File: src/rtl/fp_pipe_arbiter.sv
// Round-robin arbiter in front of a shared, fixed-latency pipelined FP unit.
// Grants one requester per cycle, registers its operands into the FP unit,
// and tracks each operation's owner in a tag pipeline so the result can be
// steered back as a one-hot strobe. A hold input freezes the whole path.
module fp_pipe_arbiter #(
  parameter int unsigned NUM_REQ = 4,
  parameter int unsigned LATENCY = 5,
  parameter int unsigned IDX_W   = 2
) (
  input  logic                    clk,
  input  logic                    reset,
  input  logic                    hold,
  input  logic [NUM_REQ-1:0]      req_valid,
  input  logic [32*NUM_REQ-1:0]   req_dataa,
  input  logic [32*NUM_REQ-1:0]   req_datab,
  output logic [NUM_REQ-1:0]      req_ready,
  output logic [31:0]             fu_dataa,
  output logic [31:0]             fu_datab,
  output logic                    fu_clk_en,
  input  logic [31:0]             fu_result,
  output logic [NUM_REQ-1:0]      rsp_valid,
  output logic [31:0]             rsp_data,
  output logic [4:0]              in_flight
);

  // One tag slot per enabled edge between acceptance and result capture:
  // the operand register plus LATENCY FP unit stages.
  localparam int unsigned Depth = LATENCY + 1;

  logic [IDX_W-1:0] last_grant_q;
  logic [IDX_W-1:0] grant_idx;
  logic             grant_found;
  logic             accept;
  logic             retire;
  logic [Depth-1:0] tag_valid_q;
  logic [IDX_W-1:0] tag_idx_q [Depth];
  logic [31:0]      cand;
  logic [IDX_W-1:0] cand_idx;

  // Round-robin search starting just after the most recent grant.
  always_comb begin
    grant_idx   = '0;
    grant_found = 1'b0;
    cand        = '0;
    cand_idx    = '0;
    for (int unsigned i = 1; i <= NUM_REQ; i++) begin
      cand     = (32'(last_grant_q) + i) % NUM_REQ;
      cand_idx = IDX_W'(cand);
      if (!grant_found && req_valid[cand_idx]) begin
        grant_found = 1'b1;
        grant_idx   = cand_idx;
      end
    end
  end

  // Grant is suppressed while frozen or in reset; retire only on a moving pipe.
  always_comb begin
    accept    = grant_found & ~hold & ~reset;
    req_ready = accept ? (NUM_REQ'(1) << grant_idx) : '0;
    fu_clk_en = ~hold;
    retire    = tag_valid_q[Depth-1] & ~hold;
  end

  // Arbitration pointer and operand registers feeding the FP unit.
  always_ff @(posedge clk) begin
    if (reset) begin
      last_grant_q <= IDX_W'(NUM_REQ - 1);
      fu_dataa     <= '0;
      fu_datab     <= '0;
    end else if (accept) begin
      last_grant_q <= grant_idx;
      fu_dataa     <= req_dataa[grant_idx*32 +: 32];
      fu_datab     <= req_datab[grant_idx*32 +: 32];
    end
  end

  // Tag pipeline mirrors the FP unit; it advances only when the unit is enabled.
  always_ff @(posedge clk) begin
    if (reset) begin
      tag_valid_q <= '0;
    end else if (!hold) begin
      tag_valid_q  <= {tag_valid_q[Depth-2:0], accept};
      tag_idx_q[0] <= grant_idx;
      for (int unsigned k = 1; k < Depth; k++) begin
        tag_idx_q[k] <= tag_idx_q[k-1];
      end
    end
  end

  // Capture the retiring result and strobe its owner for one cycle.
  always_ff @(posedge clk) begin
    if (reset) begin
      rsp_valid <= '0;
      rsp_data  <= '0;
    end else begin
      rsp_valid <= retire ? (NUM_REQ'(1) << tag_idx_q[Depth-1]) : '0;
      if (retire) begin
        rsp_data <= fu_result;
      end
    end
  end

  // Outstanding-operation counter; accept and retire together cancel out.
  always_ff @(posedge clk) begin
    if (reset) begin
      in_flight <= '0;
    end else begin
      unique case ({accept, retire})
        2'b10:   in_flight <= in_flight + 5'd1;
        2'b01:   in_flight <= in_flight - 5'd1;
        default: in_flight <= in_flight;
      endcase
    end
  end

endmodule

File: config.mk
export PLATFORM = sky130hd
export DESIGN_NAME = fp_pipe_arbiter
export DESIGN_NICKNAME = d
export VERILOG_FILES = /design/src/rtl/fp_pipe_arbiter.sv
export SDC_FILE = /design/constraint.sdc
export NUM_CORES = 1
export LEC_CHECK = 0
export CAP_MARGIN = 20
export CORE_AREA = 5 5 154 156
export DETAILED_ROUTE_END_ITERATION = 10
export DIE_AREA = 0 0 159 161
export PLACE_DENSITY_LB_ADDON = 0.15
export SLEW_MARGIN = 10
export SYNTH_ARGS = -nofsm -noshare
export SYNTH_HDL_FRONTEND = slang
export SYNTH_SLANG_ARGS = --single-unit
File: constraint.sdc
create_clock -name clk -period 3.2 [get_ports clk]
set_input_delay 0.8 -clock clk [delete_from_list [all_inputs] [get_ports clk]]
set_output_delay 0.8 -clock clk [all_outputs]
set_load 0.03 [all_outputs]
After elaboration in Yosys (flattened, before gate mapping)
Memory sizes are Yosys's and may differ from the RTL's.
Cells that the tools add are included.
{ "classes": {"addsub": 6, "muxes": 21, "n_reduce_logical": 8, "bitwise": 6, "shifts": 4, "n_lt_le_gt_ge": 4, "eq_ne": 2} }
{ "ops": {"columns": ["operator", "count"], "rows": [
  ["$shiftx 128x8->32", 2],
  ["$lt 2x3->1 const B", 4],
  ["$mux 1", 11],
  ["$pmux 5 s2", 1],
  ["$bmux 1 s2", 4],
  ["$mux 2", 4],
  ["$shl 1x2->4 const A", 2],
  ["$add 5x1->5 const B", 1],
  ["$sub 5x1->5 const B", 1],
  ["$add 2x1->2 const B", 2],
  ["$add 2x2->2 const B", 2],
  ["$mux 4", 1],
  ["$and 1x1->1", 3],
  ["$logic_and 1x1->1", 3],
  ["$logic_not 1->1", 3],
  ["$not 1->1", 3],
  ["$eq 2x1->1 const B", 1],
  ["$eq 2x2->1 const B", 1],
  ["$reduce_bool 2->1", 1],
  ["$reduce_or 2->1", 1]
]} }
{ "word_totals": {"elab_cells": 59, "inputBits": 295, "ff_bits": 113, "mem_bits_rw": 12, "memories": 1} }
{ "memory_table": {"columns": ["memory", "words", "width", "read_ports", "rd_ports_with_merged_regs", "write_ports", "line", "rtl"], "rows": [
  ["tag_idx_q", 6, 2, 6, 0, 6, "36", "logic [IDX_W-1:0] tag_idx_q [Depth];"]
]} }

Longest topological paths before layout
{ "logic_depth": {"depth_word": 17, "depth_mapped": 14, "mapped_depth_nobuf": 11} }

Worst setup path after synthesis
Ideal clock, no wire load.
{ "synth_path": {"path_kind": "input to register", "from": "input port hold", "to": "register in_flight[4]", "arrival_ns": 3.481, "stages": 14, "path_slack_ns": -0.405, "setup_ns": 0.123, "n_path_buf": 3, "t_required_ns": 3.077, "cell_sequence": "buf_2 -> inv_1 -> nand2_1 -> inv_1 -> buf_1 -> ha_1 -> clkbuf_1 -> xor2_1 -> ha_1 -> o21a_1 -> o21ai_1 -> nand2b_1 -> a211oi_1 -> mux2_1"} }
{ "synth_via": {"elab_cells_between_ends": 8, "classes_between": "2 x eq/ne; 1 x mux; 4 x bitwise; 1 x reduce/logical"} }
{ "synth_rtl": {"columns": ["item", "line", "rtl"], "rows": [
  ["start: declaration", "12", "input logic hold,"],
  ["$not 1->1 *", null, null],
  ["named net fu_clk_en", "19", "output logic fu_clk_en,"],
  ["$and 1x1->1 *", "61", "retire = tag_valid_q[Depth-1] & ~hold;"],
  ["named net retire", "34", "logic retire;"],
  ["$eq 2x1->1 or $eq 2x2->1 (tied branches)", "108", "unique case ({accept, retire})"],
  ["$pmux 5 s2 or $reduce_bool 2->1 (tied branches)", null, null],
  ["end signal: assignment", "109", "2'b10: in_flight <= in_flight + 5'd1;"],
  ["end signal: assignment", "110", "2'b01: in_flight <= in_flight - 5'd1;"],
  ["end signal: assignment", "111", "default: in_flight <= in_flight;"],
  ["end: declaration", "23", "output logic [4:0] in_flight"]
]} }
The timed path passes the listed nets; every way through them passes the cells marked *.
A chain may end at the register's enable or synchronous reset.

Worst setup path in the final report
{ "layout_path": {"from": "input port hold", "to": "register last_grant_q[0]"} }
{ "layout_via": {"elab_chain_len": 3} }
{ "layout_rtl": {"columns": ["item", "line", "rtl"], "rows": [
  ["$not 1->1", "58", "accept = grant_found & ~hold & ~reset;"],
  ["$and 1x1->1 (2 in a row)", "58", null],
  ["end signal: assignment", "67", "last_grant_q <= IDX_W'(NUM_REQ - 1);"],
  ["end signal: assignment", "71", "last_grant_q <= grant_idx;"],
  ["end: declaration", "30", "logic [IDX_W-1:0] last_grant_q;"]
]} }
No other way between the ends.

==> flow_metrics.tcl <==
set metrics [dict create \
    status "complete, no violations" \
    maxSlewHeadroom_pct 64.84 \
    rr_endpoint "last_grant_q[0]" \
    synth_top_area_share_pct 34.34 \
    grt_max_degree 80 \
    worst_slack_ns 0.1061 \
    syn_area_um2 6588 \
    initial_core_util_pct 29.64 \
    clkSinkCount 125 \
    drive_above_1_share_pct 10.27 \
    synth_cell_types 44 \
    syn_nets 1042 \
    start_kind "primary input" \
    clk_pin_slew_ns 0.06 \
    whs_path_depth 0 \
    dr.pass1.iters 4 \
    worst-path-max-fanout 4 \
    ir_drop_mv 0.2881 \
    rrSetupSlack_ns 0.77 \
    holdPathEnd "tag_idx_q[3][1]" \
    final_hold_viol_count 0 \
    hpwl_mm 20.83 \
    dieArea_um2 25600 \
    core_um2 22230 \
    maxSlewViolCount 0 \
    fin_skew_ns 0.008353 \
    period_needed_ns 3.094 \
    r2r-start "last_grant_q[0]" \
    yosysSeqAreaShare_pct 39.81 \
    grt_usage_pct 20.53 \
    tightest_slew_ns 0.5274 \
    synth-warning-count 0 \
    hold_start "tag_idx_q[2][1]" \
    antenna_found_initial 6 \
    clock_path_buffers 2 \
    ys_top_cells_by_area "dfxtp_1 (34%), mux2i_1 (13%), and4_1 (6.8%)" \
    num_vias 7108 \
    drtIter0Drc 306 \
    die_w_um 159 \
    postCtsHoldBufs 0 \
    post_drt_wl_per_cell_um 19.14 \
    cts-htree-levels 4 \
    grt_first_pass_wirelength_mm 41.23 \
    rr_worst_depth 15 \
    place_ws_ns -0.2028 \
    fin_util_pct 53.29 \
    synth_cells 743 \
    hold_path_class "flop to flop" \
    yosys.area.top_type "dfxtp_1" \
    cts_made_buffers 17 \
    drc_errors 0 \
    crit_required_ns 3.52 \
    cp.arrival_ns 3.41 \
    crit_path_end_kind "flop" \
    p_leak_nw 4.533 \
    final-setup-viol-count 0 \
    finalCritPeriodShare_pct 96.69 \
    placementRows 55 \
    port_buffers 404 \
    pin_count 405 \
    crit_type "primary input to flop" \
    root_buffer "clkbuf_16" \
    dpl-instance-area_um2 11040 \
    rsz0062_at_grt "false" \
    maxCapViolCount 0 \
    place_congestion 0.7879 \
    avgSynthCellArea_um2 8.866 \
    overflow 0 \
    detail-route-antenna-nets 0 \
    max_freq_ghz 0.3232 \
    clock_latency_ns 0.42 \
    postRouteWirelength_mm 27.71 \
    ys_ff_latch 125 \
    dieHeight_um 161 \
    post-route-cell-area_um2 11850 \
    cts_tree "done" \
    nNetsFinal 1445 \
    powerDensity_nw_per_um2 445.1 \
    viasPerCell 4.909 \
    syn_to_final_growth_pct 79.81 \
    first_global_vias 7174 \
]
## per-stage QoR
step           setup TNS [ns]  instances  hold slack, ns  power (mW)
3_5_place_dp          -0.6262       1396          0.4045       3.234
3_3_place_gp          -0.5378       1396          0.4012       3.229
4_1_cts                     0       1444          0.4202       5.337
2_1_floorplan               0        743          0.4003       2.492
5_1_grt                     0       1448          0.4235       5.509
6_report                    0       1448          0.4185       5.273
## how the worst max path moves through the flow
stage / from / endpoint
final: hold / last_grant_q[0]
after global routing: hold / req_ready[2]
after CTS: req_valid[1] / req_ready[2]
after detailed placement: req_valid[2] / req_ready[2]
after global placement: req_valid[2] / req_ready[2]
after floorplan: hold / in_flight[4]
## synth_stat cells, drive strengths merged
cell,n
a211oi,47
a21bo,1
a21o,2
a21oi,59
a22oi,1
a311oi,1
a31oi,28
and3,1
and4,51
buf,19
clkbuf,54
dfxtp,113
edfxtp,12
ha,4
inv,35
mux2,1
mux2i,83
nand2,110
nand2b,6
nand3,3
nand3b,1
nand4,1
nor2,19
nor2b,1
nor3,3
nor4,1
o211ai,29
o21a,3
o21ai,33
o221ai,13
o22a,1
o31ai,1
or3,1
xor2,5
## per-layer routing
metal / GRT usage [%] / part of all wire (%) / up-vias
li1: - / - / 3548
met1: 21.77 / 37 / 3257
met2: 36.78 / 52 / 248
met3: 8.012 / 7.9 / 51
met4: 7.871 / 3.0 / 4
met5: 0 / 0.090 / -
## state kept, by name, summed over array words and instances, names as in the netlist
name,count
fu_dataa,32
last_grant_q,2
fu_datab,32
rsp_data,32
tag_valid_q,6
rsp_valid,4
tag_idx_q,12
in_flight,5
## power by group
group / internal [mW] / total (mW) / switching (mW)
Clock: 1.23 / 2.06 / 0.830
Combinational: 0.770 / 1.46 / 0.694
Sequential: 1.69 / 1.75 / 0.0606
## layout by cell type, fill, tap and decap left out, types with 6 or more instances in the layout
| cell type | Yosys | final |
|---|---|---|
| o211ai_1 | 29 | 29 |
| clkbuf_16 | 0 | 18 |
| edfxtp_1 | 12 | 12 |
| inv_6 | 0 | 6 |
| nand2b_1 | 6 | 6 |
| mux2i_1 | 83 | 83 |
| a21oi_1 | 58 | 58 |
| buf_12 | 2 | 10 |
| dfxtp_1 | 113 | 113 |
| and4_1 | 51 | 51 |
| o221ai_1 | 13 | 13 |
| inv_1 | 33 | 31 |
| nor2_1 | 19 | 16 |
| clkdlybuf4s50_1 | 0 | 395 |
| nand2_1 | 110 | 109 |
| buf_4 | 3 | 46 |
| a31oi_1 | 28 | 28 |
| a211oi_1 | 35 | 34 |
| a211oi_2 | 12 | 13 |
| o21ai_0 | 31 | 31 |
## layout make-up
class,instances,area (µm²)
sequential,125,2623
clock buffer,18,450.4
multi-input combinational,510,3513
tap,285,356.6
antenna,4,10.01
inverter,35,137.6
timing repair buffer,457,4587
fill,2093,10380
clock inverter,14,167.7
## critical path: stages
cell,delay (ns)
clkdlybuf4s50_1,0.55
nor3_4,0.30
buf_12,0.14
nand4_1,0.15
buf_4,0.18
buf_4,0.12
buf_4,0.12
buf_4,0.13
buf_4,0.12
buf_4,0.12
buf_4,0.12
buf_4,0.12
buf_4,0.12
buf_4,0.12
buf_4,0.12
o21a_1,0.09
## logic make-up (layout without fill, tap and decap cells)
group	count (synthesis)	count (layout)	share of synthesized area (%)
AO/OA/AOI/OAI	219	219	22.22
XOR/XNOR	5	5	0.6647
adder cells (fa/ha/maj)	4	4	0.7598
buffers and inverters	108	524	7.673
flip-flops	125	125	39.81
multiplexers	84	84	12.78
other	0	4	0
AND/OR/NAND/NOR	198	198	16.09
## timing repair
item	in CTS	in global routing
setup endpoints to repair	4	6
buffers inserted	15	0
gates cloned	1	0
resized for setup	5	5
pin swaps	3	3
Note: power is estimated with default switching activity, not from simulation.
